### src/rtl/uart_pkg.sv
// uart_pkg: arbiter FSM state encoding and shared byte width
package uart_pkg;
  localparam int BYTE_W = 8;
  typedef enum logic [2:0] {
    IDLE      = 3'd0,
    LOAD      = 3'd1,
    START     = 3'd2,
    WAIT_BUSY = 3'd3,
    WAIT_DONE = 3'd4,
    HOLD      = 3'd5
  } state_t;
endpackage

### src/rtl/uart_rr_pick.sv
// uart_rr_pick: combinational round-robin picker, first set req after last (ports: req, last -> win, any_req)
module uart_rr_pick #(
  parameter int NUM_REQ = 4,
  parameter int ID_W    = $clog2(NUM_REQ)
) (
  input  logic [NUM_REQ-1:0] req,
  input  logic [ID_W-1:0]    last,
  output logic [ID_W-1:0]    win,
  output logic               any_req
);
  int idx;
  // Scan from farthest to nearest so the nearest requester after last wins.
  always_comb begin
    win = last;
    idx = 0;
    for (int k = NUM_REQ; k >= 1; k--) begin
      idx = (int'(last) + k) % NUM_REQ;
      if (req[idx[ID_W-1:0]]) win = idx[ID_W-1:0];
    end
  end
  assign any_req = |req;
endmodule

### src/rtl/uart_tx_arbiter.sv
// uart_tx_arbiter: packet-locked round-robin sharing of one uart_tx among NUM_REQ requesters
//   clk, rst_n (async, active-low); req_valid/req_data/req_last in, req_ready out (per requester);
//   tx_start/tx_data out, tx_busy in (uart_tx side); grant_id, arb_active, timeout_flag status.
//   Optional macro UART_ARB_TIMEOUT_EN: releases a stalled packet lock after TIMEOUT_CYCLES in HOLD.
module uart_tx_arbiter
  import uart_pkg::*;
#(
  parameter int NUM_REQ        = 4,
  parameter int ID_W           = $clog2(NUM_REQ),
  parameter int TIMEOUT_CYCLES = 100000
) (
  input  logic                      clk,
  input  logic                      rst_n,
  input  logic [NUM_REQ-1:0]        req_valid,
  input  logic [NUM_REQ*BYTE_W-1:0] req_data,
  input  logic [NUM_REQ-1:0]        req_last,
  output logic [NUM_REQ-1:0]        req_ready,
  output logic                      tx_start,
  output logic [BYTE_W-1:0]         tx_data,
  input  logic                      tx_busy,
  output logic [ID_W-1:0]           grant_id,
  output logic                      arb_active,
  output logic                      timeout_flag
);
  state_t          state, state_n;
  logic            last_r;
  logic [ID_W-1:0] win;
  logic            any_req;
  logic            hold_to;

  uart_rr_pick #(.NUM_REQ(NUM_REQ), .ID_W(ID_W)) u_pick (
    .req    (req_valid),
    .last   (grant_id),
    .win    (win),
    .any_req(any_req)
  );

`ifdef UART_ARB_TIMEOUT_EN
  localparam int CNT_W = $clog2(TIMEOUT_CYCLES + 1);
  logic [CNT_W-1:0] hold_cnt;
  // Counter sits at zero outside HOLD, so it is clear on every HOLD entry.
  always_ff @(posedge clk or negedge rst_n) begin
    if (!rst_n) hold_cnt <= '0;
    else        hold_cnt <= (state == HOLD) ? hold_cnt + CNT_W'(1) : '0;
  end
  assign hold_to = (state == HOLD) && (hold_cnt == CNT_W'(TIMEOUT_CYCLES - 1));
`else
  logic unused_timeout;
  assign unused_timeout = ^TIMEOUT_CYCLES;
  assign hold_to        = 1'b0;
`endif

  always_comb begin
    state_n = state;
    case (state)
      IDLE:      state_n = any_req ? LOAD : IDLE;
      LOAD:      state_n = START;
      START:     state_n = WAIT_BUSY;
      WAIT_BUSY: state_n = tx_busy ? WAIT_DONE : WAIT_BUSY;
      WAIT_DONE: state_n = tx_busy ? WAIT_DONE : (last_r ? IDLE : HOLD);
      HOLD:      state_n = hold_to ? IDLE : (req_valid[grant_id] ? LOAD : HOLD);
      default:   state_n = IDLE;
    endcase
  end

  always_ff @(posedge clk or negedge rst_n) begin
    if (!rst_n) begin
      state    <= IDLE;
      grant_id <= ID_W'(NUM_REQ - 1);
      tx_data  <= '0;
      last_r   <= 1'b0;
    end else begin
      state <= state_n;
      if (state == IDLE && any_req) grant_id <= win;
      if (state == LOAD) begin
        tx_data <= req_data[BYTE_W*grant_id +: BYTE_W];
        last_r  <= req_last[grant_id];
      end
    end
  end

  assign req_ready    = (state == LOAD) ? NUM_REQ'(1) << grant_id : '0;
  assign tx_start     = (state == START);
  assign arb_active   = (state != IDLE);
  assign timeout_flag = hold_to;
endmodule

### config.mk
export PLATFORM = sky130hd
export DESIGN_NAME = uart_tx_arbiter
export DESIGN_NICKNAME = d
export VERILOG_FILES = /design/src/rtl/uart_pkg.sv /design/src/rtl/uart_rr_pick.sv /design/src/rtl/uart_tx_arbiter.sv
export SDC_FILE = /design/constraint.sdc
export NUM_CORES = 1
export LEC_CHECK = 0
export BUFFER_PORTS_ARGS = -buffer_cell sky130_fd_sc_hd__buf_2
export CORE_AREA = 2 2 48 55
export CTS_CLUSTER_DIAMETER = 50
export DETAILED_ROUTE_END_ITERATION = 10
export DIE_AREA = 0 0 50 57
export GPL_TIMING_DRIVEN = 0
export PLACE_DENSITY = 0.82
export SYNTH_ARGS = -nofsm -noshare
export SYNTH_HDL_FRONTEND = slang
export SYNTH_HIERARCHICAL = 1
export SYNTH_SLANG_ARGS = --single-unit
### constraint.sdc
create_clock -name clk -period 2.5 [get_ports clk]
set_input_delay 0.5 -clock clk [delete_from_list [all_inputs] [get_ports clk]]
set_output_delay 0.5 -clock clk [all_outputs]
set_load 0.1 [all_outputs]
==> summary by stage, run 1 <==
Routing
The number of violations reported at the end of detailed-routing iteration 0 is 13. In the routed layout, each cell is associated on average with a via count of 5.02. The per-cell routed wire length is roughly 14 microns. Once detail routing completed, the nets flagged for antenna violations numbered 0. After detailed routing, the number of remaining DRC violations is 0. The total wire length after detailed routing is 2430 microns. The first detailed-routing pass took 4 iterations. The via count is 859.

Setup path
Data arrives at the worst endpoint at 1830 ps. Grouping stages by cell kind, the critical path spends the most delay in buffers and inverters. The type of element capturing the critical path is a primary output. For flop-to-flop paths, the worst setup slack is 680 ps. Along the worst path, the maximum fanout reaches 10.

The critical path contains buffers and inverters numbering 2 combined. The worst setup path is of the reg2out kind. The worst setup path is launched from a flip-flop. The critical path goes through nor3b_4, buf_4, nor3b_2, buf_4.

The endpoint required time on the critical path is around 2000 ps. The maximum cell stage delay along the critical path is 490 ps. Among all stages on the critical path, the largest delay is contributed by sky130_fd_sc_hd__dfrtp_1. The dominant cell type by count on the critical path is sky130_fd_sc_hd__buf_4.

CTS
The number of setup buffers added after CTS is 0. Post-CTS repair changed the size of 3 cells. In this run the number of H-tree levels came out at 1.

The number of hold buffers added after CTS was 0. CTS placed an instance of sky130_fd_sc_hd__clkbuf_4 at the clock tree root. At the later pin of the worst-skew pair, clock insertion delay measures 270 ps. CTS saw 14 sinks. The number of buffers created by CTS is 3. TritonCTS built the clock tree. The clock-pin transition on the worst setup and hold timing paths is 80 ps. The maximum count of clock buffers along a single path is 2.

Global routing
The first global-routing pass estimated 3930 microns of wire. The aggregate global routing overflow is 0. The number of global-route vias before repair came to 897. The initial antenna violation count is 0. The global-route usage over all layers is 0.183. Entering global routing, the biggest net connects 23 pins.

Yosys
The number of distinct standard cells referenced by the synthesized netlist is 28. During synthesis, Yosys emitted a total of 6 warnings. After synthesis, the cell types taking the most area are sky130_fd_sc_hd__dfrtp_1, sky130_fd_sc_hd__mux4_2, sky130_fd_sc_hd__mux2_4. Of the post-synthesis cell area, the dominant cell type holds 0.299. The number of nets produced by synthesis is 122. A synthesized cell averages 12.7 sq um. Of all cell types, the one taking the most synthesized area is sky130_fd_sc_hd__dfrtp_1. Of the synthesized area, sequential elements account for 0.351. Summing every instance area after synthesis gives about 0.0010 sq mm.

The number of register bits inferred by synthesis is 14. Counting every instance in the synthesized netlist gives 79.

Place
The global placer's final weighted congestion is 0.816. The count of buffers added on input and output ports is 58. Detailed placement ended at an HPWL of 2050 microns.

The placement-stage worst setup slack is 244 ps. The placed cell count is approximately 170.

Finish
The antenna cell count is 0. The number of standard cells in the layout, taps in and fillers out is about 170. The net count of the finished layout is around 180. The area growth from synthesis to layout is 39.2%. Of the cells placed in the final design, the portion with a size suffix greater than 1 is 0.664. The filler cell count is 200.

STA
Setup violations remaining at the end of the flow were counted as 0. The worst-case setup margin in the final layout is between 150 and 200 ps. Setup repair after global routing left no endpoint under its margin.

The post-route clock period utilization is 0.934. The clock period minus worst slack is between 2000 and 2500 ps. The final-report max-slew violation count is 0. The fmax is 428 MHz.

The number of hold violations in the final report is 0. The worst clock skew is between 0.9 and 1 ps.

Floorplan
The initial utilization of the core area, before any placement, comes to 0.427. The die is about 50 microns wide. The total area inside the core boundary comes to approximately 0.0024 sq mm.

Measured along the y axis, the die boundary spans 57 microns. The number of cell rows is 19. The overall die area is 0.00285 sq mm. For this design the top-level I/O count stands at 60.

Hold path
The tightest min-delay check is of the in2async type.

Flow run
The max capacitance violation total is 0.

Status
The run finished with clean final reports.
path summary, 6_finish.rpt:
kind,startpoint,to,cells after the start
min in group clk,tx_busy,state[2],2
setup reg to reg,grant_id[0],last_r,4
max in group asynchronous,rst_n,grant_id[1],1
hold / removal,rst_n,tx_data[1],1
hold reg to reg,tx_data[4],tx_data[4],1
setup / recovery,state[0],req_ready[0],4
metrics by stage:
step | hold WS, ps | setup TNS, ps | instance area [sq um] | util
2_1_floorplan | 204 | -263 | 1020 | -
3_3_place_gp | 401 | 0 | 1350 | 0.574
3_5_place_dp | 404 | 0 | 1350 | 0.574
4_1_cts | 104 | 0 | 1390 | 0.591
5_1_grt | 115 | 0 | 1400 | 0.594
6_report | 96.2 | 0 | 1400 | 0.594
layout by cell type, fill, tap and decap left out, drive strengths merged:
cell type	count
nor2	8
nand3	1
inv	3
dfstp	2
o2bb2ai	1
buf	61
o21a	1
clkbuf	5
mux4	10
conb	1
a21oi	2
nor3b	2
or3	2
nor3	1
mux2i	2
o221ai	1
a31oi	1
nand2b	3
dfrtp	12
nand2	6
and3	1
mux2	12
a32oi	1
o21ai	1
cell usage after synthesis, drive strengths merged:
library cell,instances
nor3,1
o2bb2ai,1
a21oi,2
and3,1
clkbuf,1
dfstp,2
o221ai,1
or3,2
a32oi,1
o21a,1
dfrtp,12
conb,1
nand2,6
mux2i,2
inv,3
mux2,12
buf,4
nor3b,2
nand2b,3
o21ai,1
a31oi,1
nand3,1
nor2,8
mux4,10
logic make-up (layout without fill, tap and decap cells):
logic type             after synthesis  count (layout)  synth area share
buffers and inverters                8              69            0.0523
muxes                               24              24             0.412
AOI/OAI and AO/OA                    8               8            0.0610
other                                1               1           0.00373
and+or+nand+nor                     24              24             0.120
DFF                                 14              14             0.351
final cells by class:
cell class,count,area [sq um],area share
Clock buffer,4,36.3,0.0259
Timing Repair Buffer,58,300,0.215
Tap cell,31,38.8,0.0277
Inverter,3,11.3,0.00805
Buffer,4,37.5,0.0268
Multi-Input combinational cell,57,622,0.445
Sequential cell,14,353,0.252
registers in the layout (all words and copies together), names as in the netlist:
signal    cells
grant_id      2
last_r        1
state         3
tx_data       8
per-layer routing:
layer	track usage	routed length, microns
met4	0.107	73
met5	0	0
met3	0.0131	48
met1	0.203	934
met2	0.336	1370
Power of run 1 is not shown: default switching activity piles up to over one toggle a cycle in this logic, so the estimate is an artifact.
==> run 2, diff against run 1 <==
CORE_AREA = 2 2 52 54   (was 2 2 48 55)
DIE_AREA = 0 0 54 56   (was 0 0 50 57)
GPL_TIMING_DRIVEN = default   (was 0)
PLACE_DENSITY = 0.83   (was 0.82)
SYNTH_HIERARCHICAL = default   (was 1)
==> summary by stage, run 2 <==
STA
The number of hold violations in the final report is 0. Of the available clock period, the critical path in the final layout requires 0.931. Across the routed clock network, the largest skew measured is 3.55 ps.

Setup violations remaining at the end of the flow were counted as 0. The worst pin sits at a relative slew slack of 0.657. The final setup TNS is 0 ps.

The fmax is between 400 and 500 MHz. Setup repair after global routing left no endpoint under its margin. The final-report max-slew violation count is 0. The clock period minus worst slack is 2330 ps. For the pin with the worst max-slew slack, the measured transition is 510 ps.

Floorplan
The die covers around 0.003 sq mm. The die is 56 microns tall. 60 I/O pins were placed. The die is 54 microns wide.

The starting density of the core is 0.462. The number of cell rows is 18. After floorplanning, the core was sized to cover 0.00243 sq mm.

Global routing
Entering global routing, the biggest net connects 16 pins. The initial antenna violation count is 0. The first global-routing pass estimated 4340 microns of wire. Across every metal layer, demand over resource in global routing totals 0.192.

The number of global-route vias before repair is 982. The aggregate global routing overflow is 0.

Setup path
The worst setup path is captured at a flip-flop. STA classifies the critical path startpoint as a flip-flop. By startpoint and endpoint, the worst setup path is classified as reg2reg. The endpoint required time on the critical path is 2710 ps. On the worst path, the slowest cell contributes a delay of approximately 740 ps. The data arrival time at the worst-slack endpoint is about 2500 ps. The maximum net fanout on the critical path is 15.

Traced cell by cell, the critical path runs through inv_1, ha_4, mux4_2, nor4b_1, a211oi_1, o211ai_1. The slowest cell on the critical path is sky130_fd_sc_hd__dfstp_4.

CTS
The number of setup buffers added after CTS is 0. CTS built an H-tree with a depth of 1. The clock tree root driver cell is sky130_fd_sc_hd__clkbuf_4.

The post-cts resize count is 0. The quantity of hold-fixing buffers added after cts is 0. The clock reaches the later pin of the worst-skew pair after 290 ps. The maximum count of clock buffers along a single path is 2. Clock-pin slew was measured on the worst setup and hold paths at 90 ps. For this design, the sink count on the clock tree is 14.

TritonCTS created 3 clock buffers. The clock tree from TritonCTS is done.

Yosys
After synthesis the netlist holds a flip-flop and latch count of 14. In the post-synthesis netlist, the biggest area contributors are sky130_fd_sc_hd__dfrtp_1, sky130_fd_sc_hd__mux4_2, sky130_fd_sc_hd__mux2_2. The number of enable flip-flop cells after synthesis is 0. The share of synthesized area in the top cell type comes to 0.267.

The average cell area after synthesis is 12.6 sq um. The number of distinct standard cells referenced by the synthesized netlist is 32. The most numerous cell in the Yosys netlist is sky130_fd_sc_hd__dfrtp_1. sky130_fd_sc_hd__dfrtp_1 takes more of the synthesized area than any other cell.

The most common flop cell mapped by yosys is sky130_fd_sc_hd__dfrtp_1. The sequential area share after synthesis is 0.314. The post-synthesis instance total is 89. Synthesis produced a netlist with a net count of 136. By count the netlist is led by sky130_fd_sc_hd__dfrtp_1, sky130_fd_sc_hd__mux4_2, sky130_fd_sc_hd__mux2_2, sky130_fd_sc_hd__and2_1. The post-synthesis cell area is 0.00112 sq mm.

The async set-reset flop share out of synthesis is 1.00. The count of warnings emitted by yosys is 0.

Finish
The register area is around 360 sq um. The register with the most flip-flops in the layout has 8 of them. The area of the multi-input gates is between 700 and 800 sq um. The antenna cell count is 0. The leading cell type in the layout, fill and taps excluded is sky130_fd_sc_hd__buf_2.

tx_data holds more flip-flops than any other register. Of the cells placed in the final design, the portion with a size suffix greater than 1 is 0.635. The library cells used most frequently in the layout, excluding fill and tap cells, are sky130_fd_sc_hd__buf_2, sky130_fd_sc_hd__mux4_2, sky130_fd_sc_hd__dfrtp_1, sky130_fd_sc_hd__mux2_2, sky130_fd_sc_hd__and2_1. In the final layout, the registers with the most flip-flops are tx_data (8), state (3), grant_id (2).

For this run, the post-layout net count is 196. Compared with the post-synthesis result, the final layout area differs by 37.6%. The filler cell count is 189.

Place
Detailed placement finished with a half-perimeter wire length of about 2200 microns. Routability-driven placement finished with a final weighted congestion of around 0.83. During placement, the flow inserted port buffers numbering slightly below 60.

Routing
For this block, the via count after detailed routing is 1,031. The total wire length after detailed routing is 2740 microns. The per-cell routed wire length is 15.4 microns. The detailed-route DRC error count is 0. The number of violations reported at the end of detailed-routing iteration 0 is 12. Dividing the detail-routed via count by the number of cells gives 5.79. The number of antenna-violating nets in the routed design is 0. Before antenna repair, the detailed router went through 4 iterations.

Hold path
In this run the worst hold path is classified as in2async.

Flow run
Across the run, the number of max-cap violations was 0.

Status
The run finished with clean final reports.
run 2: cell count changes after synthesis, sizes merged, moves of 2 or more:
cell    delta
nand2      -2
nor2       -4
and2       +5
mux2       -3
o22ai      +2
ha         +4
o211ai     +2
a211oi     +2
nor4       +2
mux4       +3
run 2: worst paths after layout:
check	to	cells after the start	startpoint	slack, ps
worst max-delay path	grant_id[0]	6	grant_id[1]	170
worst min-delay path	tx_data[1]	1	rst_n	90
worst max register to register	grant_id[0]	6	grant_id[1]	170
worst min register to register	tx_data[6]	1	tx_data[6]	510
max in group asynchronous	grant_id[0]	1	rst_n	2120
min in group clk	tx_data[6]	1	tx_data[6]	510
run 2: cell type report:
cell class              instances  area share
multi-input cells              68       0.479
repair buffers                 60       0.236
flip-flops and latches         14       0.233
well taps                      30      0.0243
clock buffers                   4      0.0234
inverters                       2     0.00485
run 2: logic make-up (layout without fill, tap and decap cells):
group | after synthesis | in the layout | share of synthesized area
and+or+nand+nor | 28 | 28 | 0.150
muxes | 24 | 24 | 0.375
DFF | 14 | 14 | 0.314
AOI/OAI and AO/OA | 11 | 11 | 0.0690
buffers and inverters | 7 | 66 | 0.0445
adders and majority gates | 4 | 4 | 0.0445
other | 1 | 1 | 0.00333
run 2: worst max-delay path: cells and delay by family (launching register included):
kind | cells | cell delay (ps)
buffers and inverters | 1 | 150
AOI/OAI and AO/OA | 2 | 320
and+or+nand+nor | 1 | 180
adders and majority gates | 1 | 330
DFF | 1 | 740
muxes | 1 | 540
run 2: metal layers:
layer  wire length (microns)  GRT usage
met3                     235     0.0296
met2                    1380      0.334
met5                       0          0
met1                    1090      0.225
met4                      34     0.0786
run 2: metrics by stage:
stage	hold slack (ps)	cells	setup WS [ps]	util	instance area [sq um]
floorplan	204	89	2.77	-	1160
finish	88.9	178	173	0.636	1550
global placement	410	174	301	0.621	1510
detailed placement	409	174	187	0.621	1510
global route	87.5	178	66.0	0.636	1550
CTS	96.3	178	169	0.636	1550
Power of run 2 is left out for the same reason.
